[src/rtl/imem_loader_pkg.sv]
// -----------------------------------------------------------------------------
// imem_loader_pkg
// Shared definitions for the instruction-memory program loader:
//   - state_t           : loader FSM states
//   - LEN_BYTES         : bytes in the length header (16-bit word count)
//   - WORD_BYTES        : bytes per instruction word
//   - LEN_W             : width of the length header / word counter
//   - MAX_WORDS_DEFAULT : default largest accepted program length in words
// -----------------------------------------------------------------------------
package imem_loader_pkg;

    typedef enum logic [2:0] {
        S_IDLE   = 3'd0,
        S_LEN_LO = 3'd1,
        S_LEN_HI = 3'd2,
        S_DATA   = 3'd3,
        S_WRITE  = 3'd4,
        S_DONE   = 3'd5,
        S_ERR    = 3'd6
    } state_t;

    localparam int LEN_BYTES         = 2;
    localparam int WORD_BYTES        = 4;
    localparam int LEN_W             = 8 * LEN_BYTES;
    localparam int MAX_WORDS_DEFAULT = 16384;

endpackage

[src/rtl/imem_loader_byte_packer.sv]
// -----------------------------------------------------------------------------
// byte_packer
// Packs a little-endian byte stream into WORD_BYTES-wide words. Byte k of a
// word lands in bits [8k+7:8k]; the byte counter wraps after the last byte.
// Ports:
//   i_clk        clock
//   i_rst_n      asynchronous active-low reset (clears counter and word)
//   i_clear      synchronous clear of counter and word (new load)
//   i_accept     a byte is transferred this cycle
//   i_byte       the byte being transferred
//   o_word       assembled word (held until overwritten)
//   o_word_full  one-cycle pulse when the last byte of a word is accepted
// -----------------------------------------------------------------------------
module byte_packer
    import imem_loader_pkg::*;
(
    input  logic                    i_clk,
    input  logic                    i_rst_n,
    input  logic                    i_clear,
    input  logic                    i_accept,
    input  logic [7:0]              i_byte,
    output logic [8*WORD_BYTES-1:0] o_word,
    output logic                    o_word_full
);

    localparam int CNT_W = $clog2(WORD_BYTES);

    logic [CNT_W-1:0] r_cnt;

    always_ff @(posedge i_clk or negedge i_rst_n) begin
        if (!i_rst_n) begin
            r_cnt <= '0;
        end else if (i_clear) begin
            r_cnt <= '0;
        end else if (i_accept) begin
            r_cnt <= r_cnt + 1'b1;  // natural wrap after the last byte
        end
    end

    // One register per byte lane; a lane loads only when the counter points at it.
    for (genvar gi = 0; gi < WORD_BYTES; gi++) begin : g_lane
        logic [7:0] r_lane;

        always_ff @(posedge i_clk or negedge i_rst_n) begin
            if (!i_rst_n) begin
                r_lane <= '0;
            end else if (i_clear) begin
                r_lane <= '0;
            end else if (i_accept && (r_cnt == CNT_W'(gi))) begin
                r_lane <= i_byte;
            end
        end

        assign o_word[8*gi +: 8] = r_lane;
    end

    assign o_word_full = i_accept && !i_clear && (r_cnt == CNT_W'(WORD_BYTES - 1));

endmodule

[src/rtl/imem_loader.sv]
// -----------------------------------------------------------------------------
// imem_loader
// Loads a program into instruction memory from a byte stream and holds the CPU
// in reset until the load completes. Stream: 16-bit word count N (LSB first),
// then N little-endian 32-bit words written to word addresses 0..N-1.
// Ports:
//   i_clk         clock
//   i_rst_n       asynchronous active-low reset
//   i_start       one-cycle pulse starting a load (honoured in IDLE/DONE/ERR)
//   i_in_valid    stream byte valid
//   i_in_data     stream byte
//   o_in_ready    loader accepts a byte this cycle (decoded from state)
//   o_imem_we     instruction-memory write strobe, one cycle per word
//   o_imem_addr   word address of the write
//   o_imem_wdata  word to write
//   o_cpu_hold    CPU held in reset; low only once a load is done
//   o_done        load completed (sticky level)
//   o_err         length header exceeded MAX_WORDS (sticky level)
// -----------------------------------------------------------------------------
module imem_loader
    import imem_loader_pkg::*;
#(
    parameter int ADDR_W    = 14,
    parameter int MAX_WORDS = MAX_WORDS_DEFAULT
) (
    input  logic              i_clk,
    input  logic              i_rst_n,
    input  logic              i_start,
    input  logic              i_in_valid,
    input  logic [7:0]        i_in_data,
    output logic              o_in_ready,
    output logic              o_imem_we,
    output logic [ADDR_W-1:0] o_imem_addr,
    output logic [31:0]       o_imem_wdata,
    output logic              o_cpu_hold,
    output logic              o_done,
    output logic              o_err
);

    state_t           r_state;
    state_t           w_state_next;
    logic [LEN_W-1:0] r_len;
    logic [LEN_W-1:0] r_word_cnt;

    logic             w_xfer;
    logic             w_start_ok;
    logic             w_word_full;
    logic [LEN_W-1:0] w_len_full;
    logic             w_len_too_big;
    logic             w_last_word;

    assign w_xfer        = i_in_valid && o_in_ready;
    assign w_start_ok    = i_start &&
                           ((r_state == S_IDLE) || (r_state == S_DONE) || (r_state == S_ERR));
    // High byte arrives in LEN_HI; decide on the complete count in that same cycle.
    assign w_len_full    = {i_in_data, r_len[7:0]};
    assign w_len_too_big = ({16'd0, w_len_full} > 32'(MAX_WORDS));
    assign w_last_word   = ((r_word_cnt + LEN_W'(1)) == r_len);

    byte_packer u_packer (
        .i_clk       (i_clk),
        .i_rst_n     (i_rst_n),
        .i_clear     (w_start_ok),
        .i_accept    (w_xfer && (r_state == S_DATA)),
        .i_byte      (i_in_data),
        .o_word      (o_imem_wdata),
        .o_word_full (w_word_full)
    );

    // State register
    always_ff @(posedge i_clk or negedge i_rst_n) begin
        if (!i_rst_n) begin
            r_state <= S_IDLE;
        end else begin
            r_state <= w_state_next;
        end
    end

    // Next state and state-decoded outputs
    always_comb begin
        w_state_next = r_state;
        o_in_ready   = 1'b0;
        o_imem_we    = 1'b0;
        o_done       = 1'b0;
        o_err        = 1'b0;
        o_cpu_hold   = 1'b1;

        case (r_state)
            S_IDLE: begin
                if (i_start) w_state_next = S_LEN_LO;
            end
            S_LEN_LO: begin
                o_in_ready = 1'b1;
                if (w_xfer) w_state_next = S_LEN_HI;
            end
            S_LEN_HI: begin
                o_in_ready = 1'b1;
                if (w_xfer) begin
                    if (w_len_full == '0)  w_state_next = S_DONE;
                    else if (w_len_too_big) w_state_next = S_ERR;
                    else                    w_state_next = S_DATA;
                end
            end
            S_DATA: begin
                o_in_ready = 1'b1;
                if (w_word_full) w_state_next = S_WRITE;
            end
            S_WRITE: begin
                o_imem_we    = 1'b1;
                w_state_next = w_last_word ? S_DONE : S_DATA;
            end
            S_DONE: begin
                o_done     = 1'b1;
                o_cpu_hold = 1'b0;
                if (i_start) w_state_next = S_LEN_LO;
            end
            S_ERR: begin
                o_err = 1'b1;
                if (i_start) w_state_next = S_LEN_LO;
            end
            default: w_state_next = S_IDLE;
        endcase
    end

    // Length header and word counter
    always_ff @(posedge i_clk or negedge i_rst_n) begin
        if (!i_rst_n) begin
            r_len      <= '0;
            r_word_cnt <= '0;
        end else begin
            if (w_start_ok) begin
                r_word_cnt <= '0;
            end
            if ((r_state == S_LEN_LO) && w_xfer) begin
                r_len[7:0] <= i_in_data;
            end
            if ((r_state == S_LEN_HI) && w_xfer) begin
                r_len[15:8] <= i_in_data;
                r_word_cnt  <= '0;
            end
            if (r_state == S_WRITE) begin
                r_word_cnt <= r_word_cnt + LEN_W'(1);
            end
        end
    end

    assign o_imem_addr = r_word_cnt[ADDR_W-1:0];

endmodule

[config.mk]
export PLATFORM = sky130hd
export DESIGN_NAME = imem_loader
export DESIGN_NICKNAME = d
export VERILOG_FILES = /design/src/rtl/imem_loader_pkg.sv /design/src/rtl/imem_loader_byte_packer.sv /design/src/rtl/imem_loader.sv
export SDC_FILE = /design/constraint.sdc
export NUM_CORES = 1
export LEC_CHECK = 0
export ABC_AREA = 1
export ABC_CLOCK_PERIOD_IN_PS = 2600
export CAP_MARGIN = 20
export CELL_PAD_IN_SITES_DETAIL_PLACEMENT = 1
export CELL_PAD_IN_SITES_GLOBAL_PLACEMENT = 1
export CORE_MARGIN = 1.5
export CORE_UTILIZATION = 30
export CTS_CLUSTER_DIAMETER = 100
export DETAILED_ROUTE_END_ITERATION = 10
export PLACE_DENSITY = 0.67
export SETUP_SLACK_MARGIN = 0.02
export SYNTH_ARGS = -nofsm -noshare
export SYNTH_HDL_FRONTEND = slang
export SYNTH_HIERARCHICAL = 1
export SYNTH_SLANG_ARGS = --single-unit
[constraint.sdc]
create_clock -name i_clk -period 2.6 [get_ports i_clk]
set_clock_uncertainty 0.15 [all_clocks]
set_input_delay 0.52 -clock i_clk [delete_from_list [all_inputs] [get_ports i_clk]]
set_output_delay 0.52 -clock i_clk [all_outputs]
set_load 0.1 [all_outputs]
==> reports/summary.json, run 1 <==
{
  "maximum_root_to_sink_buffer_count": {"value": 2},
  "timing_hold_violations_final": {"value": 0},
  "crit_path_cell_trace": {"value": "nor2_1 -> nand2_1 -> buf_4 -> clkinv_1 -> buf_12"},
  "cts_num_sinks": {"value": 69},
  "synth_top_flop_cell": {"value": "sky130_fd_sc_hd__dfrtp_1"},
  "yosys.area.top_type_share": {"value": 0.428},
  "flow.area_growth_from_synthesis": {"value": 22.7, "unit": "%"},
  "grt.overflow.total": {"value": 0},
  "min_period": {"value": 2.28, "unit": "ns"},
  "required": {"value": 1.93, "unit": "ns"},
  "max_cap_violations": {"value": 0},
  "grt_pass1_vias": {"value": 3978},
  "ir_drop": {"value": 0.781, "unit": "mV"},
  "synth_seq_cells": {"value": 69},
  "critPathKind": {"value": "flip-flop to output pin"},
  "initialDrtViolationCount": {"value": 135},
  "synthMostInstantiatedCell": {"value": "sky130_fd_sc_hd__nand2_1"},
  "yosys-top-cells-area": {"value": "sky130_fd_sc_hd__dfrtp_1 43%, sky130_fd_sc_hd__nand2_1 17%, sky130_fd_sc_hd__nand3_1 8.1%"},
  "run_status": {"value": "complete, no violations"},
  "syn-cell-area": {"value": 4030, "unit": "µm²"},
  "synth_cells": {"value": 538},
  "wire_length_of_the_first_global_routing_pass": {"value": 20800, "unit": "µm"},
  "starting_density_of_the_core": {"value": 0.306},
  "rsz_0062_raised_after_global_routing": {"value": "false"},
  "cts.root.buffer_cell": {"value": "sky130_fd_sc_hd__clkbuf_16"},
  "max_slew_margin": {"value": 0.665},
  "worstPathMaxFanout": {"value": 13},
  "yosys.area.top_type": {"value": "sky130_fd_sc_hd__dfrtp_1"},
  "crit_path_max_incr_delay": {"value": 0.44, "unit": "ns"},
  "synth.net_count": {"value": 555},
  "final_util": {"value": 0.375},
  "worst_path_cell_with_the_longest_stage_delay": {"value": "sky130_fd_sc_hd__dfrtp_1"},
  "detail_route.drc_violations": {"value": 0},
  "core_area": {"value": 13200, "unit": "µm²"},
  "synth_edf_count": {"value": 0},
  "grt_start_max_net_pins": {"value": 70},
  "placer_congestion_estimate": {"value": 0.797},
  "finish.cell_count_without_fillers": {"value": 776},
  "ctsHoldBuffers": {"value": 0},
  "synth_top_cells_by_count": {"value": "186 x sky130_fd_sc_hd__nand2_1, 69 x sky130_fd_sc_hd__dfrtp_1, 65 x sky130_fd_sc_hd__nand3_1"},
  "clkSlewWorstSetupHoldPaths": {"value": 0.06, "unit": "ns"},
  "endpoint_kind": {"value": "output pin"},
  "dp.final_hpwl": {"value": 9420, "unit": "µm"},
  "dieHeight": {"value": 119, "unit": "µm"},
  "ys_warn_count": {"value": 6},
  "ys_async_sr_fraction": {"value": 1.00},
  "clk_latency": {"value": 0.34, "unit": "ns"},
  "cts_setup_buffers": {"value": 0},
  "cellLeakagePower": {"value": 2.58, "unit": "nW"},
  "nets": {"value": 612},
  "max_slew.worst_pin.slew": {"value": 0.501, "unit": "ns"},
  "hold_class": {"value": "input pin to async pin"},
  "cts-buffers-inserted": {"value": 9},
  "die_ar": {"value": 14100, "unit": "µm²"},
  "cts_tree": {"value": "done"},
  "powerDensity": {"value": 1300, "unit": "nW/µm²"},
  "yosys.cell_types.count": {"value": 31},
  "grt_use_total": {"value": 0.190},
  "dieWidth": {"value": 119, "unit": "µm"},
  "synth-seq-area-share": {"value": 0.428},
  "rows": {"value": 42},
  "finalWirelength": {"value": 12600, "unit": "µm"},
  "min_period_over_period": {"value": 0.879},
  "worst-endpoint-arrival": {"value": 1.61, "unit": "ns"},
  "worst_setup_path_start_kind": {"value": "flip-flop"},
  "fmaxAchievable": {"value": 0.438, "unit": "GHz"},
  "place_inst": {"value": 760},
  "syn_area_per_cell": {"value": 7.49, "unit": "µm²"},
  "detail_route.vias_per_cell": {"value": 4.78},
  "htreeDepth": {"value": 3},
  "top_ports": {"value": 63},
  "drtAntennaViolNets": {"value": 0},
  "final-max-slew-violation-count": {"value": 0},
  "num_antenna_cells": {"value": 0},
  "setup_viol": {"value": 0},
  "detailedRoute.firstPassIterationCount": {"value": 4},
  "grt_antenna_before_repair": {"value": 0},
  "io_buffers": {"value": 62},
  "layout_cells_sized_above_1": {"value": 0.190},
  "vias": {"value": 3706},
  "postCtsResizedCells": {"value": 0},
  "post_drt_wl_per_cell": {"value": 16.2, "unit": "µm"}
}
[critical path: cells and delay by family (launching register included)]
family | cells | cell delay, ns
DFF | 1 | 0.44
and+or+nand+nor | 2 | 0.16
buffers and inverters | 3 | 0.66
[metal layers]
metal / part of all wire / track usage / routed length [µm] / up-vias
li1: - / - / - / 1823
met1: 0.46 / 0.242 / 5740 / 1804
met2: 0.49 / 0.316 / 6160 / 67
met3: 0.040 / 0.0393 / 501 / 12
met4: 0.013 / 0.0745 / 163 / 0
met5: 0 / 0 / 0 / -
[worst paths after layout]
path	start	to	slack, ns	depth (start not counted)
setup / recovery	r_state[0]	o_imem_we	0.32	5
setup reg to reg	r_word_cnt[1]	r_state[2]	0.36	15
hold reg to reg	u_packer/g_lane[2].r_lane[4]	u_packer/g_lane[2].r_lane[4]	0.36	2
max in group asynchronous	i_rst_n	r_word_cnt[13]	1.93	2
min in group i_clk	u_packer/g_lane[2].r_lane[4]	u_packer/g_lane[2].r_lane[4]	0.36	2
hold / removal	i_rst_n	r_word_cnt[8]	0.05	2
[stage by stage]
| stage | cell area, µm² | power [W] | hold WS [ns] | setup WS [ns] | TNS (ns) |
|---|---|---|---|---|---|
| floorplan | 4040 | 0.00433 | 0.0744 | -0.165 | -0.165 |
| global placement | 4640 | 0.00510 | 0.347 | 0.297 | 0 |
| detailed placement | 4640 | 0.00517 | 0.353 | 0.260 | 0 |
| CTS | 4940 | 0.00649 | 0.0678 | 0.292 | 0 |
| global route | 4940 | 0.00680 | 0.0792 | 0.0762 | 0 |
| finish | 4940 | 0.00642 | 0.0540 | 0.316 | 0 |
[where the power goes]
part	switching [W]	internal [W]
Combinational	0.00260	0.000824
Sequential	0.000312	0.00140
Clock	0.000521	0.000758
Total	0.00343	0.00298
[state kept, by name, summed over array words and instances (netlist names)]
| name | cells |
|---|---|
| u_packer/g_lane.r_lane | 32 |
| r_len | 16 |
| r_word_cnt | 16 |
| r_state | 3 |
| u_packer/r_cnt | 2 |
[final cells by class]
type                            instances  area, µm²
Clock buffer                            9        225
Clock inverter                          7       80.1
Fill cell                            1636       8250
Inverter                               61        234
Multi-Input combinational cell        384       1890
Sequential cell                        69       1730
Tap cell                              176        220
Timing Repair Buffer                   70        573
[cells by family after synthesis]
| kind of cell | count (synthesis) | synth area share |
|---|---|---|
| simple gates | 335 | 0.383 |
| flops | 69 | 0.428 |
| fa+ha+maj | 5 | 0.0155 |
| compound gates | 39 | 0.0531 |
| xor+xnor | 5 | 0.0146 |
| buf+inv | 85 | 0.105 |
[placed cells by master, fill, tap and decap left out, types with 3 or more instances in the layout]
cell                              instances
sky130_fd_sc_hd__buf_4                   57
sky130_fd_sc_hd__clkbuf_16                9
sky130_fd_sc_hd__clkdlybuf4s50_1         10
sky130_fd_sc_hd__dfrtp_1                 69
sky130_fd_sc_hd__ha_1                     5
sky130_fd_sc_hd__inv_1                   57
sky130_fd_sc_hd__inv_6                    3
sky130_fd_sc_hd__nand2_1                186
sky130_fd_sc_hd__nand2_2                  6
sky130_fd_sc_hd__nand2_4                  7
sky130_fd_sc_hd__nand3_1                 65
sky130_fd_sc_hd__nand3_2                  4
sky130_fd_sc_hd__nand3b_1                 4
sky130_fd_sc_hd__nand4_1                 10
sky130_fd_sc_hd__nor2_1                  31
sky130_fd_sc_hd__nor2_2                  11
sky130_fd_sc_hd__nor2_4                   5
sky130_fd_sc_hd__nor4_1                   3
sky130_fd_sc_hd__o21ai_0                 26
sky130_fd_sc_hd__o22ai_1                 10
Note: power is estimated with default switching activity, not from simulation.
==> inputs of run 2 (changes only) <==
--- a/config.mk
+++ b/config.mk
@@ -14,6 +14,7 @@
 export CORE_UTILIZATION = 30
 export CTS_CLUSTER_DIAMETER = 100
 export DETAILED_ROUTE_END_ITERATION = 10
+export MAX_ROUTING_LAYER = met4
 export PLACE_DENSITY = 0.67
 export SETUP_SLACK_MARGIN = 0.02
 export SYNTH_ARGS = -nofsm -noshare
==> run 2 against run 1 <==
Highest routed layer unchanged. Sequential cell count unchanged. Non-clock buffer count unchanged. Combinational power about the same. Sequential power hardly changed. Design area is the same. Worst hold slack improved by 0.0017 ns. Power is essentially flat. Critical path depth unchanged.
==> reports/summary.json, run 2 (synthesis results as in run 1) <==
{
  "power_frac_comb": {"value": 0.533, "change": "about the same"},
  "clk_latency": {"value": 0.34, "unit": "ns", "change": "about the same"},
  "run_status": {"value": "complete, no violations"},
  "core_area": {"value": 13200, "unit": "µm²", "change": "unchanged"},
  "ir_drop": {"value": 0.780, "unit": "mV", "change": "about the same"},
  "grt_antenna_before_repair": {"value": 0, "change": "unchanged"},
  "p_int": {"value": 0.00298, "unit": "W", "change": "about the same"},
  "worstPathMaxFanout": {"value": 13, "change": "unchanged"},
  "nets": {"value": 612, "change": "unchanged"},
  "vias": {"value": 3707, "change": "+0.027%"},
  "finalWirelength": {"value": 12500, "unit": "µm", "change": "-0.58%"},
  "ctsHoldBuffers": {"value": 0, "change": "unchanged"},
  "dp.final_hpwl": {"value": 9420, "unit": "µm", "change": "unchanged"},
  "share_seq_of_total_power": {"value": 0.268, "change": "about the same"},
  "rsz_0062_raised_after_global_routing": {"value": "false"},
  "powerDensity": {"value": 1300, "unit": "nW/µm²", "change": "about the same"},
  "flow.area_growth_from_synthesis": {"value": 22.7, "unit": "%", "change": "unchanged"},
  "postCtsResizedCells": {"value": 0, "change": "unchanged"},
  "switching_share": {"value": 0.535, "change": "about the same"},
  "critPathKind": {"value": "flip-flop to output pin"},
  "final_common_cell": {"value": "sky130_fd_sc_hd__nand2_1"},
  "fmaxAchievable": {"value": 0.438, "unit": "GHz", "change": "+0.15%"},
  "required": {"value": 1.93, "unit": "ns", "change": "about the same"},
  "fin_worst_hold_slack": {"value": 0.0558, "unit": "ns", "change": "+0.00174 ns"},
  "multiInputGateArea": {"value": 1890, "unit": "µm²", "change": "unchanged"},
  "met3WireLength": {"value": 455, "unit": "µm", "change": "-9.2%"},
  "post_drt_wl_per_cell": {"value": 16.1, "unit": "µm", "change": "-0.58%"},
  "fin_area": {"value": 4940, "unit": "µm²", "change": "unchanged"},
  "num_antenna_cells": {"value": 0, "change": "unchanged"},
  "critical_path.reg2reg.startpoint": {"value": "r_word_cnt[2]"},
  "grt_pass1_vias": {"value": 3988, "change": "+0.25%"},
  "route.met2.wl": {"value": 6090, "unit": "µm", "change": "-1.0%"},
  "wire_length_of_the_first_global_routing_pass": {"value": 20800, "unit": "µm", "change": "-0.13%"},
  "endpoint_kind": {"value": "output pin"},
  "switchingPower": {"value": 0.00343, "unit": "W", "change": "about the same"},
  "max_cap_violations": {"value": 0, "change": "unchanged"},
  "max_slew.worst_pin.slew": {"value": 0.500, "unit": "ns", "change": "-0.000413 ns"},
  "rows": {"value": 42, "change": "unchanged"},
  "final-max-slew-violation-count": {"value": 0, "change": "unchanged"},
  "routedLengthMet1": {"value": 5770, "unit": "µm", "change": "+0.54%"},
  "layout_cells_sized_above_1": {"value": 0.190, "change": "unchanged"},
  "detail_route.vias_per_cell": {"value": 4.78, "change": "about the same"},
  "io_buffers": {"value": 62, "change": "unchanged"},
  "detailedRoute.firstPassIterationCount": {"value": 4, "change": "unchanged"},
  "drtAntennaViolNets": {"value": 0, "change": "unchanged"},
  "dieWidth": {"value": 119, "unit": "µm", "change": "unchanged"},
  "dieHeight": {"value": 119, "unit": "µm", "change": "unchanged"},
  "clkSlewWorstSetupHoldPaths": {"value": 0.06, "unit": "ns", "change": "about the same"},
  "grt_use_total": {"value": 0.195, "change": "+0.00513"},
  "detail_route.drc_violations": {"value": 0, "change": "unchanged"},
  "timing.reg2reg.worst_path_depth": {"value": 13, "change": "-2"},
  "hold_class": {"value": "input pin to async pin"},
  "grt.overflow.total": {"value": 0, "change": "unchanged"},
  "maximum_root_to_sink_buffer_count": {"value": 2, "change": "unchanged"},
  "layout_common_cells": {"value": "186 x sky130_fd_sc_hd__nand2_1, 69 x sky130_fd_sc_hd__dfrtp_1, 65 x sky130_fd_sc_hd__nand3_1"},
  "top_register_by_number_of_flip_flops": {"value": "u_packer/g_lane.r_lane"},
  "max_ffs_per_register": {"value": 32, "change": "unchanged"},
  "starting_density_of_the_core": {"value": 0.306, "change": "unchanged"},
  "htreeDepth": {"value": 3, "change": "unchanged"},
  "max_slew_margin": {"value": 0.666, "change": "about the same"},
  "min_period": {"value": 2.28, "unit": "ns", "change": "-0.00346 ns"},
  "clockPowerShare": {"value": 0.200, "change": "about the same"},
  "largest_registers_ranked_by_flip_flop_count": {"value": "u_packer/g_lane.r_lane x32, r_len x16, r_word_cnt x16"},
  "min_period_over_period": {"value": 0.877, "change": "-0.00133"},
  "grt_start_max_net_pins": {"value": 70, "change": "unchanged"},
  "worst_r2r_endpoint": {"value": "r_state[1]"},
  "cts.root.buffer_cell": {"value": "sky130_fd_sc_hd__clkbuf_16"},
  "cts_setup_buffers": {"value": 0, "change": "unchanged"},
  "fillerInstances": {"value": 1636, "change": "unchanged"},
  "cts_num_sinks": {"value": 69, "change": "unchanged"},
  "setup_viol": {"value": 0, "change": "unchanged"},
  "timing_hold_violations_final": {"value": 0, "change": "unchanged"},
  "routed.top_layer": {"value": "met4"},
  "top_ports": {"value": 63, "change": "unchanged"},
  "placer_congestion_estimate": {"value": 0.808, "change": "+1.4%"},
  "register_area": {"value": 1730, "unit": "µm²", "change": "unchanged"},
  "initialDrtViolationCount": {"value": 133, "change": "-1.5%"},
  "worst-endpoint-arrival": {"value": 1.61, "unit": "ns", "change": "about the same"},
  "cts_tree": {"value": "done"},
  "die_ar": {"value": 14100, "unit": "µm²", "change": "unchanged"},
  "cts-buffers-inserted": {"value": 9, "change": "unchanged"},
  "reg2reg_setup_slack": {"value": 0.36, "unit": "ns", "change": "about the same"},
  "cellLeakagePower": {"value": 2.58, "unit": "nW", "change": "unchanged"},
  "dpl_cell_area": {"value": 4640, "unit": "µm²", "change": "unchanged"},
  "worst_setup_path_start_kind": {"value": "flip-flop"}
}
-- run 2: cell counts in the layout (fill, tap and decap cells not counted) --
Identical to the previous run, type by type.
-- run 2: cell type report --
class,instances,share of cell area
well taps,176,0.0445
inverters,61,0.0473
repair buffers,70,0.116
clock buffers,9,0.0455
flip-flops and latches,69,0.349
clock inverters,7,0.0162
multi-input cells,384,0.381
-- run 2: power by group through the flow --
stage          Clock (W)  Combinational, W  Sequential, W
6_report         0.00128           0.00342        0.00172
4_1_cts          0.00132           0.00345        0.00172
3_5_place_dp           0           0.00345        0.00173
5_1_grt          0.00136           0.00366        0.00177
3_3_place_gp           0           0.00338        0.00172
2_1_floorplan          0           0.00154        0.00279
-- run 2: per-layer routing --
metal	up-vias	track usage
li1	1822	-
met1	1799	0.243
met2	74	0.316
met3	12	0.0393
met4	0	0.0678
met5	-	-
-- run 2: worst max-delay path by stage --
| stage | endpoint | from | slack (ns) |
|---|---|---|---|
| finish | o_imem_we | r_state[1] | 0.32 |
| global route | r_state[2] | r_word_cnt[0] | 0.08 |
| CTS | o_imem_we | r_state[1] | 0.29 |
| detailed placement | r_state[2] | i_in_valid | 0.26 |
| global placement | r_state[2] | i_in_valid | 0.30 |
| floorplan | o_cpu_hold | r_state[0] | -0.17 |
-- run 2: per-stage QoR --
step	util	std cells	power [W]	setup slack (ns)	TNS, ns
floorplan	-	538	0.00433	-0.165	-0.165
global placement	0.352	760	0.00510	0.297	0
detailed placement	0.352	760	0.00517	0.260	0
CTS	0.375	776	0.00649	0.292	0
global route	0.375	776	0.00680	0.0763	0
finish	0.375	776	0.00642	0.319	0
-- run 2: worst max-delay path, stage by stage, from the launching register on --
cell	delay, ns
sky130_fd_sc_hd__dfrtp_1	0.44
sky130_fd_sc_hd__nor2_1	0.09
sky130_fd_sc_hd__nand2_1	0.06
sky130_fd_sc_hd__buf_4	0.22
sky130_fd_sc_hd__clkinv_1	0.22
sky130_fd_sc_hd__buf_12	0.22
==> variant 1 (settings of run 2) <==
Change the parameter `ADDR_W` from 14 to 13.
--- a/src/rtl/imem_loader.sv
+++ b/src/rtl/imem_loader.sv
@@ -20,7 +20,7 @@
 module imem_loader
     import imem_loader_pkg::*;
 #(
-    parameter int ADDR_W    = 14,
+    parameter int ADDR_W    = 13,
     parameter int MAX_WORDS = MAX_WORDS_DEFAULT
 ) (
     input  logic              i_clk,
Ports: changed (resized o_imem_addr); port bits go from 63 to 62. No check against the original RTL was run, so the function may have changed too.
==> variant 1 against run 2 <==
Worst hold slack worse by 0.0093 ns; synthesized area fell by 0.19%; cell area grew 0.20%; first-iteration DRC count up 46%; setup slack got worse by 0.052 ns; die area is 0.18% lower; wire length decreased by 0.30%; via count increased by 0.78%; power rose by 0.59%; sequential cell count did not move; utilization is 0.23 points higher; final cell count down 0.13%; non-clock buffer count fell by 1.
==> variant 1: results (changes against run 2) <==
### Status
* **result of the run** finished clean

### Timing
* **worst hold slack after final layout** 0.04651 ns, -0.009253 ns
* **relative max-transition margin** 0.6987, +0.03305

### Power and ir drop
* **Pleak** 2.577 nW, -0.21%
* **worst supply voltage drop on vdd** 0.0008509 V, +9.0%

### Worst setup path
* **Reg2Reg Setup Slack** 0.27 ns, -0.09 ns
* **startpoint of the lowest-slack register-to-register path** r_state[1]
* **logic depth of the worst register-to-register path** 11, -2
* **maximum net fanout on the critical path** 5, -8
* **Worst R2R End** r_state[2]
* **crit path DAT** 2.41 ns, +0.80 ns
* **crit-path leading delay family** simple AND/OR/NAND/NOR gates

### Finish
* **Filler Cell Count** 1,627, -0.55%
* **buffer share of cell area** 0.1167, +0.0007758
* **number of nets at the end of the flow** 611, -0.16%
* **non-clock buffer total of the final layout** 69, -1.4%
* **clock buf count** 10, +1
* **multi-input gate share of the layout cell area** 0.3806, -0.0007704
* **Clock buffers and inverters, area share** 0.06263, +0.0008853
* **ratio of cells with drive above 1 in the final layout** 0.1886, -0.001352

### Placed design
* **sum of net half-perimeters after detailed placement** 9.372 mm, -0.52%
* **quantity of I/O buffers inserted on ports** 61, -1.6%

### Logic synthesis
* **Synth area leaders** sky130_fd_sc_hd__dfrtp_1, sky130_fd_sc_hd__nand2_1, sky130_fd_sc_hd__nand3_1
* **proportion of synthesized chip area in sequential cells** 0.4292, +0.0007996

### Global routing
* **total global routing track utilization** 0.1924, -0.002531
* **global-route wire length before repair** 20.64 mm, -0.73%

### Detailed routing
* **detailed-route wire length** 12.45 mm, -0.30%
* **detailed router's first-iteration violation count** 194, +46%
* **via count of the routed design** 3,736, +0.78%

## variant 1: changes by cell type in the layout (fill, tap and decap cells not counted), sizes merged
cell / before / now
clkinv: 2 / 3
clkbuf: 9 / 10
clkinvlp: 1 / 2
inv: 64 / 61
buf: 60 / 59
## variant 1: cell families (layout without fill, tap and decap cells)
| kind of cell | Yosys count | after routing | share of synthesized area |
|---|---|---|---|
| simple gates | 335 | 335 | 0.3841 |
| buf+inv | 84 | 146 | 0.1033 |
| flops | 69 | 69 | 0.4292 |
| compound gates | 39 | 39 | 0.05319 |
| fa+ha+maj | 5 | 5 | 0.01555 |
| xor+xnor | 5 | 5 | 0.01462 |
## variant 1: through the flow
step / cells / instance area, um2 / worst slack (ns) / total power, mW
final: 775 / 4955 / 0.2669 / 6.456
after global routing: 775 / 4955 / 0.04947 / 6.827
after CTS: 775 / 4955 / 0.2746 / 6.527
after detailed placement: 759 / 4644 / 0.1443 / 5.206
after global placement: 759 / 4644 / 0.1759 / 5.130
after floorplan: 537 / 4028 / -0.1655 / 4.329
## variant 1: metal layers
metal	up-vias	wire length (um)	GRT usage
li1	1820	-	-
met1	1822	5616	0.2377
met2	76	6072	0.3143
met3	18	521	0.03668
met4	0	238	0.07003
met5	-	0	-
## variant 1: how the worst max path moves through the flow
stage	from	endpoint	slack (ns)	depth (start not counted)
2_1_floorplan	r_state[0]	o_cpu_hold	-0.17	5
3_3_place_gp	i_in_valid	r_state[0]	0.18	8
3_5_place_dp	i_in_valid	r_state[0]	0.14	9
4_1_cts	r_state[0]	r_state[2]	0.27	11
5_1_grt	r_state[0]	r_state[2]	0.05	11
6_report	r_state[1]	r_state[2]	0.27	11
## variant 1: power by group
group	switching [mW]	internal, mW	leakage (nW)
combinational	2.62	0.838	1.53
sequential	0.310	1.40	0.905
clock	0.514	0.776	0.145
==> variant 2 (settings of run 2) <==
Without the edit above. Reset style: synchronous (`i_rst_n`), changed in 4 clocked blocks. Comments in the files are not updated.
--- a/src/rtl/imem_loader_byte_packer.sv
+++ b/src/rtl/imem_loader_byte_packer.sv
@@ -27,7 +27,7 @@
 
     logic [CNT_W-1:0] r_cnt;
 
-    always_ff @(posedge i_clk or negedge i_rst_n) begin
+    always_ff @(posedge i_clk) begin
         if (!i_rst_n) begin
             r_cnt <= '0;
         end else if (i_clear) begin
@@ -41,7 +41,7 @@
     for (genvar gi = 0; gi < WORD_BYTES; gi++) begin : g_lane
         logic [7:0] r_lane;
 
-        always_ff @(posedge i_clk or negedge i_rst_n) begin
+        always_ff @(posedge i_clk) begin
             if (!i_rst_n) begin
                 r_lane <= '0;
             end else if (i_clear) begin
--- a/src/rtl/imem_loader.sv
+++ b/src/rtl/imem_loader.sv
@@ -68,7 +68,7 @@
     );
 
     // State register
-    always_ff @(posedge i_clk or negedge i_rst_n) begin
+    always_ff @(posedge i_clk) begin
         if (!i_rst_n) begin
             r_state <= S_IDLE;
         end else begin
@@ -123,7 +123,7 @@
     end
 
     // Length header and word counter
-    always_ff @(posedge i_clk or negedge i_rst_n) begin
+    always_ff @(posedge i_clk) begin
         if (!i_rst_n) begin
             r_len      <= '0;
             r_word_cnt <= '0;
Formal check against the unedited RTL: differs if i_rst_n is asserted again (counterexample within 4 cycles, from zero or initial values and one cycle with i_rst_n low); with i_rst_n held inactive, the same outputs for 10 cycles.
==> variant 2 against run 2 <==
Sequential cell count did not move; synthesized area is 4.3% lower; global-route usage barely moved; synthesized cell count is 11% higher; largest cell class unchanged; worst hold slack improved by 0.27 ns; cell area is 3.2% lower; wire length shrank 5.2%; count of clock-buffer cells in the layout increased by 2; die area is 4.2% lower; setup slack got worse by 0.059 ns.
Power is not compared: it rests on default switching activity, and its combinational part moved more than twofold at a synthesized area within 25%.
==> variant 2: results (changes against run 2) <==
### Finish
* **Filler Cell Count** 1,641, +0.31%
* **number of nets at the end of the flow** 673, +10%
* **ratio of cells with drive above 1 in the final layout** 0.1758, -0.01424

### Clocking
* **clock transition at the registers of the reported paths** 0.06 ns, about the same
* **cts repair resizes** 0, unchanged
* **CTS H-Tree Depth** 3, unchanged

### Worst setup path
* **Critical Path Start** r_state[2]
* **startpoint of the lowest-slack register-to-register path** r_word_cnt[1]
* **crit path DAT** 1.67 ns, +0.06 ns
* **Reg2Reg Setup Slack** 0.36 ns, about the same
* **maximum net fanout on the critical path** 10, -3
* **Worst R2R End** r_state[2]

### Global routing
* **met3 Resource Use GR** 0.03321, -0.006060
* **via count of the first global-routing pass** 3,884, -2.6%
* **largest net degree at the start of global routing** 33, -53%
* **total global routing track utilization** 0.1946, -0.0002483
* **met1 GRT Util** 0.2297, -0.01344
* **met2 capacity usage during global routing** 0.3314, +0.01488
* **global-route wire length before repair** 19.49 mm, -6.3%
* **number of antenna violations at the first check in global routing** 0, unchanged

### Placed design
* **gp weighted congestion** 0.8199, +1.5%
* **sum of net half-perimeters after detailed placement** 8.849 mm, -6.1%
* **instance area after placement** 4478 um2, -3.5%

### Logic synthesis
* **share of async-settable or async-resettable flops after synthesis** 0, -1.000
* **proportion of synthesized chip area in sequential cells** 0.3581, -0.07035
* **most used flip-flop cell after synthesis** sky130_fd_sc_hd__dfxtp_1
* **commonest cells in the netlist** sky130_fd_sc_hd__nand2_1, sky130_fd_sc_hd__nor2_1, sky130_fd_sc_hd__inv_1, sky130_fd_sc_hd__dfxtp_1, sky130_fd_sc_hd__a21oi_1
* **Synth area leaders** sky130_fd_sc_hd__dfxtp_1, sky130_fd_sc_hd__nand2_1, sky130_fd_sc_hd__nor2_1
* **number of distinct standard cells referenced by the synthesized netlist** 30, -3.2%
* **Mapped Nets** 615, +11%

### Detailed routing
* **via count of the routed design** 3,809, +2.8%
* **number of search-and-repair iterations in the first detailed-routing pass** 5, +1
* **routed length on met3** 434 um, -4.6%
* **detailed router's first-iteration violation count** 145, +9.0%
* **highest metal layer with signal wires** met4
* **met1 WL** 5.441 mm, -5.7%
* **detailed-route wire length** 11.84 mm, -5.2%
* **wire length on met2** 5.769 mm, -5.3%

### Timing
* **relative max-transition margin** 0.5971, -0.06852

### Status
* **result of the run** finished clean

### Power and ir drop
* **worst supply voltage drop on vdd** 0.0002920 V

### Min path
* **type of the most critical hold path** flop to flop

-- variant 2: how the worst max path moves through the flow --
stage            endpoint  slack [ns]  cells after the start
2_1_floorplan  o_cpu_hold       -0.14                      5
4_1_cts         o_imem_we        0.23                      3
3_5_place_dp   r_state[0]        0.22                     10
6_report        o_imem_we        0.26                      3
3_3_place_gp   r_state[1]        0.30                     10
5_1_grt        r_state[2]        0.08                     13
-- variant 2: through the flow --
stage                     instances  hold WS, ns  setup slack [ns]  utilization  setup TNS [ns]
after floorplan                 598       0.2937           -0.1403            -         -0.1403
after global placement          817       0.3152            0.3027       0.3563               0
after detailed placement        817       0.3173            0.2216       0.3563               0
after CTS                       832       0.3268            0.2332       0.3807               0
after global routing            832       0.3593           0.08234       0.3807               0
final                           832       0.3265            0.2607       0.3807               0
-- variant 2: cell families (layout without fill, tap and decap cells) --
family                     count (synthesis)  count (layout)  synth area share
adders and majority gates                  5               5           0.01622
xor gates and xnor gates                   2               2          0.004542
buffers and inverters                    116             178            0.1482
DFF                                       69              69            0.3581
and+or+nand+nor                          346             346            0.3921
AOI/OAI and AO/OA                         60              60           0.08077
-- variant 2: power by group --
part	leakage (nW)	switching, mW	internal [mW]
Combinational	1.56	0.643	0.242
Clock	0.150	0.484	0.836
Sequential	0.557	0.0616	1.13
-- variant 2: cell type report --
class	count	area [um2]	share of cell area
clock buffer	11	232.7	0.04864
clock inverter	4	73.82	0.01543
inverter	86	322.8	0.06747
multi-input combinational	413	1916	0.4004
sequential	69	1381	0.2887
tap	172	215.2	0.04498
timing repair buffer	77	643.1	0.1344
-- variant 2: worst max-delay path: stages, from the launching register on --
cell and delay, ns:
sky130_fd_sc_hd__dfxtp_1 0.54, sky130_fd_sc_hd__nand2_1 0.15, sky130_fd_sc_hd__inv_1 0.40, sky130_fd_sc_hd__buf_12 0.24
